--- config.mk ---
export PLATFORM = sky130hd
export DESIGN_NAME = i2c_write_arbiter
export DESIGN_NICKNAME = d
export VERILOG_FILES = /design/src/rtl/i2c_arb_pkg.sv /design/src/rtl/rr_priority_select.sv /design/src/rtl/i2c_write_arbiter.sv
export SDC_FILE = /design/constraint.sdc
export NUM_CORES = 1
export LEC_CHECK = 0
export ABC_AREA = 1
export CAP_MARGIN = 20
export CORE_UTILIZATION = 51
export DETAILED_ROUTE_END_ITERATION = 12
export GPL_TIMING_DRIVEN = 0
export PLACE_DENSITY_LB_ADDON = 0.2
export SLEW_MARGIN = 10
export SYNTH_ARGS = -nofsm -noshare
export SYNTH_HDL_FRONTEND = slang
export SYNTH_SLANG_ARGS = --single-unit
--- constraint.sdc ---
create_clock -name clk -period 4 [get_ports clk]
set_input_delay 0.4 -clock clk [delete_from_list [all_inputs] [get_ports clk]]
set_output_delay 0.4 -clock clk [all_outputs]
set_load 0.03 [all_outputs]
--- src/rtl/i2c_arb_pkg.sv ---
// rtl/i2c_arb_pkg.sv - shared types and constants for the I2C write arbiter
package i2c_arb_pkg;

    localparam int ADDR_W            = 7;
    localparam int DATA_W            = 8;
    localparam int DEF_START_TIMEOUT = 16;
    localparam int DEF_XFER_TIMEOUT  = 2000;

    typedef enum logic [2:0] {
        S_IDLE,
        S_ISSUE,
        S_WAIT_BUSY,
        S_WAIT_DONE,
        S_COMPLETE
    } arb_state_t;

    // Watchdog counter width: large enough to hold (larger timeout - 1).
    function automatic int cnt_width(input int a, input int b);
        int m;
        m = (a > b) ? a : b;
        return (m > 1) ? $clog2(m) : 1;
    endfunction

endpackage

--- src/rtl/rr_priority_select.sv ---
// rtl/rr_priority_select.sv - combinational round-robin pick returning a one-hot grant
module rr_priority_select #(
    parameter int N  = 2,
    parameter int PW = 1
) (
    input  logic [N-1:0]  i_req,
    input  logic [PW-1:0] i_ptr,
    output logic [N-1:0]  o_gnt,
    output logic          o_valid
);

    logic [PW:0] w_idx;

    // Scan upward from the pointer, wrapping at N; first set request wins.
    always_comb begin
        o_gnt   = '0;
        o_valid = 1'b0;
        w_idx   = '0;
        for (int k = 0; k < N; k++) begin
            w_idx = {1'b0, i_ptr} + (PW+1)'(k);
            if (w_idx >= (PW+1)'(N)) begin
                w_idx = w_idx - (PW+1)'(N);
            end
            if (!o_valid && i_req[w_idx[PW-1:0]]) begin
                o_gnt[w_idx[PW-1:0]] = 1'b1;
                o_valid              = 1'b1;
            end
        end
    end

endmodule

--- src/rtl/i2c_write_arbiter.sv ---
// rtl/i2c_write_arbiter.sv - round-robin sharing of one I2C master writer; optional I2C_ARB_LOCK_EN
module i2c_write_arbiter
    import i2c_arb_pkg::*;
#(
    parameter int NUM_REQ       = 2,
    parameter int START_TIMEOUT = DEF_START_TIMEOUT,
    parameter int XFER_TIMEOUT  = DEF_XFER_TIMEOUT
) (
    input  logic                      clk,
    input  logic                      rst_n,
    input  logic [NUM_REQ-1:0]        req_valid,
    input  logic [ADDR_W*NUM_REQ-1:0] req_addr,
    input  logic [DATA_W*NUM_REQ-1:0] req_data,
`ifdef I2C_ARB_LOCK_EN
    input  logic [NUM_REQ-1:0]        req_lock,
`endif
    output logic [NUM_REQ-1:0]        req_done,
    output logic [NUM_REQ-1:0]        req_err,
    output logic [NUM_REQ-1:0]        grant,
    output logic                      m_start,
    output logic [ADDR_W-1:0]         m_addr,
    output logic [DATA_W-1:0]         m_data,
    input  logic                      m_busy,
    input  logic                      m_done,
    output logic                      arb_busy
);

    localparam int PTR_W = (NUM_REQ > 1) ? $clog2(NUM_REQ) : 1;
    localparam int CNT_W = cnt_width(START_TIMEOUT, XFER_TIMEOUT);
    localparam logic [CNT_W-1:0] START_LAST = CNT_W'(START_TIMEOUT - 1);
    localparam logic [CNT_W-1:0] XFER_LAST  = CNT_W'(XFER_TIMEOUT - 1);

    arb_state_t         r_state, w_state_nxt;
    logic [NUM_REQ-1:0] r_grant, w_grant_nxt;
    logic [PTR_W-1:0]   r_ptr, w_ptr_nxt;
    logic [CNT_W-1:0]   r_cnt, w_cnt_nxt;
    logic               r_err, w_err_nxt;
    logic               r_start, w_start_nxt;
    logic [ADDR_W-1:0]  r_addr, w_addr_nxt;
    logic [DATA_W-1:0]  r_data, w_data_nxt;

    logic [PTR_W-1:0]   w_gidx;
    logic [PTR_W-1:0]   w_sel_ptr;
    logic [NUM_REQ-1:0] w_rr_gnt;
    logic               w_rr_valid;
    logic [NUM_REQ-1:0] w_pick;
    logic               w_pick_valid;

    function automatic logic [PTR_W-1:0] ptr_inc(input logic [PTR_W-1:0] p);
        return (p == PTR_W'(NUM_REQ - 1)) ? '0 : p + 1'b1;
    endfunction

    rr_priority_select #(
        .N  (NUM_REQ),
        .PW (PTR_W)
    ) u_rr (
        .i_req   (req_valid),
        .i_ptr   (w_sel_ptr),
        .o_gnt   (w_rr_gnt),
        .o_valid (w_rr_valid)
    );

`ifdef I2C_ARB_LOCK_EN
    logic               r_hold, w_hold_nxt;
    logic [NUM_REQ-1:0] w_self;
    logic               w_hold_hit;

    // A locked owner that is still requesting keeps the bus; otherwise rotate past it.
    assign w_self       = NUM_REQ'(1) << r_ptr;
    assign w_hold_hit   = r_hold && |(req_valid & w_self);
    assign w_sel_ptr    = r_hold ? ptr_inc(r_ptr) : r_ptr;
    assign w_pick       = w_hold_hit ? w_self : w_rr_gnt;
    assign w_pick_valid = w_hold_hit | w_rr_valid;
`else
    assign w_sel_ptr    = r_ptr;
    assign w_pick       = w_rr_gnt;
    assign w_pick_valid = w_rr_valid;
`endif

    // Index of the current owner, used to rotate the pointer past it.
    always_comb begin
        w_gidx = '0;
        for (int i = 0; i < NUM_REQ; i++) begin
            if (r_grant[i]) begin
                w_gidx = PTR_W'(i);
            end
        end
    end

    // Next-state and datapath decisions for one transaction on the master.
    always_comb begin
        w_state_nxt = r_state;
        w_grant_nxt = r_grant;
        w_ptr_nxt   = r_ptr;
        w_cnt_nxt   = r_cnt;
        w_err_nxt   = r_err;
        w_start_nxt = 1'b0;
        w_addr_nxt  = r_addr;
        w_data_nxt  = r_data;
`ifdef I2C_ARB_LOCK_EN
        w_hold_nxt  = r_hold;
`endif
        case (r_state)
            S_IDLE: begin
                // A master still winding down a previous byte must go idle first.
                if (!m_busy && w_pick_valid) begin
                    w_grant_nxt = w_pick;
                    for (int i = 0; i < NUM_REQ; i++) begin
                        if (w_pick[i]) begin
                            w_addr_nxt = req_addr[ADDR_W*i +: ADDR_W];
                            w_data_nxt = req_data[DATA_W*i +: DATA_W];
                        end
                    end
`ifdef I2C_ARB_LOCK_EN
                    w_hold_nxt  = 1'b0;
`endif
                    w_state_nxt = S_ISSUE;
                end
            end
            S_ISSUE: begin
                w_start_nxt = 1'b1;
                w_cnt_nxt   = '0;
                w_state_nxt = S_WAIT_BUSY;
            end
            S_WAIT_BUSY: begin
                // A done seen here (even with busy) means the byte already went out.
                // The start-pulse cycle itself is not charged against the budget.
                if (m_done) begin
                    w_state_nxt = S_COMPLETE;
                end else if (m_busy) begin
                    w_cnt_nxt   = '0;
                    w_state_nxt = S_WAIT_DONE;
                end else if (!r_start) begin
                    if (r_cnt == START_LAST) begin
                        w_err_nxt   = 1'b1;
                        w_state_nxt = S_COMPLETE;
                    end else begin
                        w_cnt_nxt = r_cnt + 1'b1;
                    end
                end
            end
            S_WAIT_DONE: begin
                if (m_done) begin
                    w_state_nxt = S_COMPLETE;
                end else if (r_cnt == XFER_LAST) begin
                    w_err_nxt   = 1'b1;
                    w_state_nxt = S_COMPLETE;
                end else begin
                    w_cnt_nxt = r_cnt + 1'b1;
                end
            end
            S_COMPLETE: begin
                w_grant_nxt = '0;
                w_err_nxt   = 1'b0;
                w_ptr_nxt   = ptr_inc(w_gidx);
`ifdef I2C_ARB_LOCK_EN
                if (|(req_lock & r_grant)) begin
                    w_ptr_nxt  = w_gidx;
                    w_hold_nxt = 1'b1;
                end
`endif
                w_state_nxt = S_IDLE;
            end
            default: begin
                w_state_nxt = S_IDLE;
            end
        endcase
    end

    // State and datapath registers; reset drops everything immediately.
    always_ff @(posedge clk or negedge rst_n) begin
        if (!rst_n) begin
            r_state <= S_IDLE;
            r_grant <= '0;
            r_ptr   <= '0;
            r_cnt   <= '0;
            r_err   <= 1'b0;
            r_start <= 1'b0;
            r_addr  <= '0;
            r_data  <= '0;
`ifdef I2C_ARB_LOCK_EN
            r_hold  <= 1'b0;
`endif
        end else begin
            r_state <= w_state_nxt;
            r_grant <= w_grant_nxt;
            r_ptr   <= w_ptr_nxt;
            r_cnt   <= w_cnt_nxt;
            r_err   <= w_err_nxt;
            r_start <= w_start_nxt;
            r_addr  <= w_addr_nxt;
            r_data  <= w_data_nxt;
`ifdef I2C_ARB_LOCK_EN
            r_hold  <= w_hold_nxt;
`endif
        end
    end

    assign grant    = r_grant;
    assign m_start  = r_start;
    assign m_addr   = r_addr;
    assign m_data   = r_data;
    assign arb_busy = (r_state != S_IDLE);
    assign req_done = (r_state == S_COMPLETE) ? r_grant : '0;
    assign req_err  = (r_state == S_COMPLETE && r_err) ? r_grant : '0;

endmodule

==> flow_metrics.py, run 1 <==
metrics = {
    "setup_path": {
        "required_ps": 3600,
        "cp-start-kind": "flip-flop",
        "startpoint": "r_state[0]",
        "path_max_fanout": 7,
        "cp.arrival_ps": 2050,
        "critPathKind": "reg2out",
        "rrSetupSlack_ps": 2150,
        "reg2regPathDepth": 8,
        "cp-endpoint": "req_err[0]",
        "r2r_start": "r_cnt[0]",
        "crit_path_end_kind": "output port",
        "r2r_end": "r_err",
    },
    "floorplanning": {
        "fp.dieW_um": 65.5,
        "fp-row-count": 22,
        "core_um2": 3770,
        "die_area_um2": 4290,
        "start_util_pct": 54.5,
        "die_h_um": 65.5,
        "ios": 59,
    },
    "synth": {
        "synth_area_per_cell_um2": 7.16,
        "syn_inst": 287,
        "synth-seq-cells": 34,
        "synth_cell_type_count": 30,
        "ys_warn_count": 0,
        "seq_area_frac_synth_pct": 41.4,
        "syn-cell-area_um2": 2050,
        "syn-num-nets": 324,
    },
    "global_route": {
        "grt-ovfl-total": 0,
        "grt_use_total_pct": 27.3,
        "grt_util_met2_pct": 46.9,
        "antenna_found_initial": 0,
        "grt_pass1_vias": 2083,
        "grt.met1_usage_pct": 32.0,
        "grt_use_met3_pct": 7.99,
        "grt_max_degree": 35,
        "grt.busiest_layer": "met2",
        "grt_first_pass_wirelength_um": 8960,
    },
    "cts": {
        "cts_buffer_depth": 2,
        "clk_latency_ps": 290,
        "postCtsSetupBuffers": 0,
        "hold_buffers": 0,
        "cts_sinks": 34,
        "cts_resized": 0,
        "cts_buffers": 5,
        "clkTransAtPathRegs_ps": 70,
        "root_buffer": "clkbuf_8",
        "h-tree-depth": 2,
        "cts_tree": "yes",
    },
    "route": {
        "drt-total-wl_um": 5070,
        "vias_per_cell": 5.17,
        "route.vias.total": 2068,
        "dr.pass1.iters": 4,
        "wl_per_cell_um": 12.7,
        "ant_nets": 0,
        "drt_iter0_markers": 163,
        "drc": 0,
    },
    "placement": {
        "gp_congestion": 0.864,
        "dp_hpwl_um": 3730,
        "dp_cells": 393,
        "port_buffers": 58,
    },
    "final_layout": {
        "num_antenna_cells": 0,
        "layout_commonest_cell": "nand2_1",
        "mostFrequentLayoutCells": "nand2_1 (80), clkdlybuf4s50_1 (57), nor2_1 (39)",
        "fin_nets": 389,
        "layout.cells.non_filler": 400,
        "drive_gt1_share_pct": 10.2,
        "utilization_pct": 73.6,
        "syn_to_final_growth_pct": 35.0,
    },
    "timing": {
        "fin_skew_ps": 7.18,
        "rsz0062_at_grt": "false",
        "fmax_mhz": 408,
        "maxSlewHeadroom_pct": 50.6,
        "period_needed_ps": 2450,
        "tns_ps": 0,
        "finalHoldViolCount": 0,
        "worst_hold_slack_ps": 173,
        "setup_violations": 0,
        "timing.final.max_slew_violations": 0,
        "post-route-period-util_pct": 61.3,
        "worst_slew_pin_slew_ps": 741,
    },
    "power_and_ir_drop": {
        "p_leak_nw": 1.26,
        "total_power_mw": 1.69,
        "power_per_cell_area_nw_per_um2": 609,
        "vdd_drop_max_mv": 0.367,
    },
    "flow_run": {
        "maxCapViolations": 0,
    },
    "status": {
        "status": "finished, final reports clean",
    },
    "worst_hold_path": {
        "hold_path_class": "in2async",
    },
}
==> metrics by stage <==
step	cell area (um^2)	worst slack, ps
2_1_floorplan	2050	2150
3_3_place_gp	2700	1750
3_5_place_dp	2690	1680
4_1_cts	2770	1530
5_1_grt	2770	1330
6_report	2770	1550
==> cells in the mapped netlist (all sizes together) <==
| cell type | n | area (um^2) |
|---|---|---|
| a21oi | 5 | 28.8 |
| buf | 5 | 36.3 |
| clkbuf | 1 | 3.75 |
| dfrtp | 34 | 851 |
| ha | 1 | 12.5 |
| inv | 29 | 111 |
| nand2 | 83 | 324 |
| nand3 | 22 | 133 |
| nand4 | 9 | 56.3 |
| nor2 | 43 | 186 |
| nor3 | 3 | 15.0 |
| nor3b | 1 | 7.51 |
| o2111ai | 1 | 8.76 |
| o21ai | 45 | 244 |
| o21bai | 2 | 15.0 |
| o22ai | 2 | 12.5 |
| xor2 | 1 | 8.76 |
==> report_power, final <==
group / leakage, nW / internal [mW] / total [mW] / switching (mW)
sequential: 0.437 / 0.458 / 0.535 / 0.0776
combinational: 0.783 / 0.339 / 0.909 / 0.570
clock: 0.0362 / 0.119 / 0.245 / 0.126
==> flip-flops by register name (all words and copies together), names as in the netlist <==
name	flops
r_state	3
m_addr	7
grant	2
r_ptr	1
r_err	1
m_start	1
m_data	8
r_cnt	11
==> per-layer routing <==
metal | wire length [um] | vias to the layer above | share of wire [%]
li1 | - | 1069 | -
met1 | 2190 | 927 | 43
met2 | 2460 | 67 | 48
met3 | 371 | 5 | 7.3
met4 | 56 | 0 | 1.1
met5 | 0 | - | 0
==> critical path, stage by stage, from the launching register on <==
cell and delay (ps):
dfrtp_1 430, inv_2 110, nand2_1 90, nor2_1 160
inv_1 140, nor3_1 150, clkdlybuf4s50_1 700
==> how the worst min path moves through the flow <==
stage,from,to,slack (ps),depth (start not counted)
6_report,rst_n,r_cnt[0],170,1
5_1_grt,rst_n,m_data[1],240,1
4_1_cts,rst_n,m_data[1],190,1
3_5_place_dp,r_err,r_err,470,2
3_3_place_gp,r_err,r_err,460,2
2_1_floorplan,rst_n,grant[0],100,0
==> cell type report <==
class | instances | area [um^2]
plain buffers | 6 | 40.0
clock buffers | 5 | 68.8
clock inverters | 2 | 15.0
fillers | 303 | 997
inverters | 29 | 111
multi-input cells | 218 | 1050
flip-flops and latches | 34 | 851
well taps | 48 | 60.1
repair buffers | 58 | 576
==> logic make-up (layout without fill, tap and decap cells) <==
logic type      count (synthesis)  count (layout)  share of synthesized area, %
fa+ha+maj                       1               1                         0.609
flops                          34              34                          41.4
buf+inv                        35             100                          7.37
xor+xnor                        1               1                         0.426
compound gates                 55              55                          15.0
simple gates                  161             161                          35.1
(Power assumes the default switching activity.)
==> run 2: changes to the inputs <==
Settings changed: CORE_UTILIZATION 51 to 43.
Clock period 4 ns to 2.2 ns, I/O delays scaled along.
==> run 2 against run 1 <==
  * Largest power group unchanged
  * Clock power increased by 96%
  * Cell area increased by 0.41%
  * Critical endpoint is now req_err[1]
  * Global-route usage decreased by 5.0 points
  * First-iteration DRC count increased by 33%
  * Hold slack got worse by 170 ps
  * Highest routed layer unchanged
  * Utilization decreased by 11 points
  * Critical path depth unchanged
==> flow_metrics.py, run 2 (synthesis results as in run 1) <==
metrics = {
    "status": {
        "status": "finished, final reports clean",
    },
    "final_layout": {
        "layout_commonest_cell": "nand2_1",
        "drive_gt1_share_pct": 10.2,
        "fin_nets": 389,
        "layout.cells.non_filler": 405,
        "syn_to_final_growth_pct": 35.6,
        "mostFrequentLayoutCells": "nand2_1 (80), clkdlybuf4s50_1 (53), nor2_1 (39)",
        "regMostFlops": "r_cnt",
        "seq_area_um2": 851,
        "largest_reg_flops": 11,
        "nFillCells": 422,
        "num_antenna_cells": 0,
        "design_area_um2": 2790,
        "multi_input_area_um2": 1050,
    },
    "timing": {
        "period_needed_ps": 1990,
        "worst_slew_pin_slew_ps": 766,
        "rsz0062_at_grt": "false",
        "finalHoldViolCount": 0,
        "worst_slack_ps": 205,
        "timing.final.max_slew_violations": 0,
        "fin_skew_ps": 4.90,
        "post-route-period-util_pct": 90.7,
        "fmax_mhz": 501,
        "tns_ps": 0,
        "maxSlewHeadroom_pct": 49.0,
        "setup_violations": 0,
    },
    "floorplanning": {
        "ios": 59,
        "fp.dieW_um": 71.1,
        "die_area_um2": 5060,
        "start_util_pct": 45.9,
        "fp-row-count": 24,
        "die_h_um": 71.1,
        "core_um2": 4470,
    },
    "cts": {
        "h-tree-depth": 2,
        "clk_latency_ps": 290,
        "cts_buffer_depth": 2,
        "cts_sinks": 34,
        "cts_tree": "yes",
        "postCtsSetupBuffers": 0,
        "clkTransAtPathRegs_ps": 70,
        "cts_buffers": 5,
        "root_buffer": "clkbuf_8",
    },
    "route": {
        "route.vias.total": 2089,
        "wl_per_cell_um": 12.8,
        "vias_per_cell": 5.16,
        "drt_iter0_markers": 217,
        "ant_nets": 0,
        "drt-total-wl_um": 5200,
        "dr.pass1.iters": 5,
        "drc": 0,
    },
    "setup_path": {
        "cp.arrival_ps": 1770,
        "required_ps": 1980,
        "cpLargestDelayFamily": "buffers and inverters",
        "max_stage_delay_ps": 430,
        "crit_buf_inv": 3,
        "path_max_fanout": 7,
        "critPathKind": "reg2out",
        "cpMaxStageDelayCell": "dfrtp_1",
        "path_cells": "inv_2 -> nand2_1 -> nor2_1 -> inv_1 -> nor3_1 -> dlygate4sd2_1",
        "crit_path_end_kind": "output port",
        "cp-start-kind": "flip-flop",
    },
    "global_route": {
        "grt_first_pass_wirelength_um": 8750,
        "grt_pass1_vias": 1980,
        "grt_max_degree": 35,
        "grt-ovfl-total": 0,
        "antenna_found_initial": 0,
        "grt_use_total_pct": 22.3,
    },
    "placement": {
        "pre_cts_slack_ps": 191,
        "gp_congestion": 0.866,
        "port_buffers": 58,
        "dp_cells": 397,
        "dp_hpwl_um": 3830,
        "placed_cell_area_um2": 2700,
    },
    "power_and_ir_drop": {
        "power_per_cell_area_nw_per_um2": 1110,
        "total_power_mw": 3.09,
        "vdd_drop_max_mv": 0.765,
        "p_leak_nw": 1.30,
    },
    "worst_hold_path": {
        "hold_path_class": "in2async",
    },
    "flow_run": {
        "maxCapViolations": 0,
    },
}
## run 2: cell types whose count changed in the layout (fill, tap and decap cells not counted)
cell	change
clkdlybuf4s50_1	-4
dlygate4sd2_1	+3
clkinvlp_4	-2
clkbuf_1	+1
clkbuf_8	+1
clkinv_2	+1
dlymetal6s2s_1	+1
## run 2: worst register-to-register path, cell delays in order, from the launching register on
cell and delay, ps:
dfrtp_1 460, ha_1 360, nand3_2 160, nor2_1 190
nand2_1 90, o21ai_0 230, nand3_1 110, nand2_1 70
nand2_1 50
## run 2: cell type report
cell class | instances | share of cell area (%)
Multi-Input combinational cell | 218 | 37.8
Timing Repair Buffer | 58 | 20.6
Tap cell | 52 | 2.34
Clock inverter | 1 | 0.180
Clock buffer | 7 | 3.10
Inverter | 29 | 4.00
Sequential cell | 34 | 30.5
Buffer | 6 | 1.44
## run 2: where the power goes
group          switching, mW  total (mW)  internal [mW]  leakage, nW
clock network          0.228       0.481          0.252       0.0482
logic                   1.03        1.64          0.614        0.815
registers              0.136       0.969          0.832        0.437
## run 2: worst paths after layout
check | to | cells after the start | slack, ps | start
setup / recovery | req_err[1] | 6 | 210 | r_state[0]
setup reg to reg | r_err | 8 | 380 | r_cnt[0]
hold reg to reg | r_err | 2 | 490 | r_err
min in group clk | r_err | 2 | 490 | r_err
hold / removal | r_cnt[6] | 1 | 0.2 | rst_n
max in group asynchronous | m_addr[3] | 1 | 1710 | rst_n
## run 2: routing by layer
metal  routed length (um)  part of all wire [%]  vias up  track usage [%]
li1                     -                     -     1068                -
met1                 2300                    44      937             28.5
met2                 2500                    48       73             36.0
met3                  348                   6.7       11             7.26
met4                   49                  0.94        0             7.33
met5                    0                     0        -                0
## run 2: timing repair
action	in CTS	in global routing
hold buffers	0	0
resized for setup	3	1
endpoints found under the setup margin	3	1
## run 2: metrics by stage
step                utilization, %  hold slack, ps
global placement              60.3             460
detailed placement            60.2             356
finish                        62.2           0.170
CTS                           62.2            40.3
floorplan                        -           -75.6
global route                  62.2            75.1
==> run 3: changes to the inputs <==
Settings changed: MAX_ROUTING_LAYER set to met4, SLEW_MARGIN 10 to 20.
==> run 3 against run 2 <==
  * Register-to-register slack lost 20 ps
  * Final cell count rose by 0.25%
  * Clock skew rose by 1.7 ps
  * Critical endpoint unchanged
==> flow_metrics.py, run 3 (synthesis results as in run 1) <==
metrics = {
    "final_layout": {
        "regMostFlops": "r_cnt",
        "num_antenna_cells": 0,
        "syn_to_final_growth_pct": 36.7,
        "layout.cells.non_filler": 406,
        "fin_nets": 391,
        "drive_gt1_share_pct": 9.89,
        "mostFrequentLayoutCells": "nand2_1 (80), clkdlybuf4s50_1 (53), nor2_1 (39)",
        "layout_commonest_cell": "nand2_1",
        "largest_reg_flops": 11,
    },
    "power_and_ir_drop": {
        "p_comb_share_pct": 54.0,
        "power.internal_mw": 1.67,
        "vdd_drop_max_mv": 0.740,
        "p_clk_share_pct": 14.3,
        "switching_share_pct": 45.5,
        "p_leak_nw": 1.31,
        "power_per_cell_area_nw_per_um2": 1090,
        "p_switching_mw": 1.39,
        "share_seq_of_total_power_pct": 31.7,
    },
    "timing": {
        "fin_skew_ps": 6.60,
        "post-route-period-util_pct": 90.9,
        "fmax_mhz": 500,
        "maxSlewHeadroom_pct": 61.7,
        "tns_ps": 0,
        "period_needed_ps": 2000,
        "worst_slew_pin_slew_ps": 573,
        "setup_violations": 0,
        "rsz0062_at_grt": "false",
        "worst_hold_slack_ps": 410,
        "timing.final.max_slew_violations": 0,
        "finalHoldViolCount": 0,
    },
    "global_route": {
        "grt_max_degree": 19,
        "grt_use_total_pct": 23.6,
        "grt_first_pass_wirelength_um": 9060,
        "grt_pass1_vias": 1998,
        "grt-ovfl-total": 0,
        "antenna_found_initial": 0,
    },
    "floorplanning": {
        "fp-row-count": 24,
        "die_area_um2": 5060,
        "start_util_pct": 45.9,
        "core_um2": 4470,
        "die_h_um": 71.1,
        "ios": 59,
        "fp.dieW_um": 71.1,
    },
    "placement": {
        "port_buffers": 58,
        "dp_cells": 398,
        "dp_hpwl_um": 3940,
        "gp_congestion": 0.880,
    },
    "route": {
        "drc": 0,
        "wl_per_cell_um": 13.0,
        "dr.pass1.iters": 4,
        "route.vias.total": 2092,
        "drt-total-wl_um": 5270,
        "ant_nets": 0,
        "drt_iter0_markers": 109,
        "vias_per_cell": 5.15,
    },
    "cts": {
        "clkTransAtPathRegs_ps": 70,
        "root_buffer": "clkbuf_8",
        "h-tree-depth": 2,
        "postCtsSetupBuffers": 0,
        "clk_latency_ps": 290,
        "cts_buffer_depth": 2,
        "cts_tree": "yes",
        "cts_buffers": 5,
        "cts_sinks": 34,
    },
    "setup_path": {
        "path_cells": "inv_2 -> nand2_1 -> nor2_1 -> inv_1 -> nor3_1 -> dlygate4sd2_1",
        "crit_buf_inv": 3,
        "cp.arrival_ps": 1780,
        "path_max_fanout": 7,
        "required_ps": 1980,
        "cpMaxStageDelayCell": "dfrtp_1",
        "rrSetupSlack_ps": 360,
        "cpLargestDelayFamily": "buffers and inverters",
        "max_stage_delay_ps": 430,
        "crit_path_end_kind": "output port",
        "critPathKind": "reg2out",
        "cp-start-kind": "flip-flop",
    },
    "flow_run": {
        "maxCapViolations": 0,
    },
    "worst_hold_path": {
        "hold_path_class": "in2async",
    },
    "status": {
        "status": "finished, final reports clean",
    },
}
run 3: power groups by stage:
stage / clock network [mW] / logic (mW) / registers [mW]
6_report: 0.439 / 1.65 / 0.973
5_1_grt: 0.475 / 1.81 / 0.998
3_5_place_dp: 0 / 1.66 / 0.981
4_1_cts: 0.453 / 1.67 / 0.974
3_3_place_gp: 0 / 1.65 / 0.978
2_1_floorplan: 0 / 0.763 / 1.25
run 3: final cells by class:
type,count,area (um^2)
repair buffers,60,612
well taps,52,65.1
flip-flops and latches,34,851
clock buffers,7,76.3
plain buffers,6,40.0
inverters,29,111
fillers,420,1670
multi-input cells,218,1050
run 3: metrics by stage:
| step | util, % | worst slack, ps | total power [mW] | area (um^2) |
|---|---|---|---|---|
| after floorplan | - | 531 | 2.02 | 2050 |
| after global placement | 60.3 | 88.1 | 2.62 | 2700 |
| after detailed placement | 60.9 | 191 | 2.64 | 2720 |
| after CTS | 62.7 | 9.02 | 3.10 | 2810 |
| after global routing | 62.8 | 64.4 | 3.28 | 2810 |
| final | 62.8 | 200 | 3.07 | 2810 |
run 3: path summary, 6_finish.rpt:
check | start | to | depth (start not counted)
min in group clk | r_err | r_err | 2
worst min register to register | r_err | r_err | 2
worst max register to register | r_cnt[0] | r_err | 8
max in group asynchronous | rst_n | m_addr[4] | 3
worst max-delay path | r_state[0] | req_err[1] | 6
worst min-delay path | rst_n | r_cnt[6] | 2
run 3: metal layers:
metal  part of all wire [%]  routed length [um]  track usage (%)
met1                     47                2470             30.3
met2                     47                2470             37.5
met5                      0                   0                -
met4                   0.91                  48             6.67
met3                    5.3                 278             5.56
run 3: timing repair:
action	in CTS	in global routing
endpoints found under the setup margin	3	1
gates cloned	0	0
hold buffers	1	0
resized for setup	3	1
hold endpoints to repair	16	0
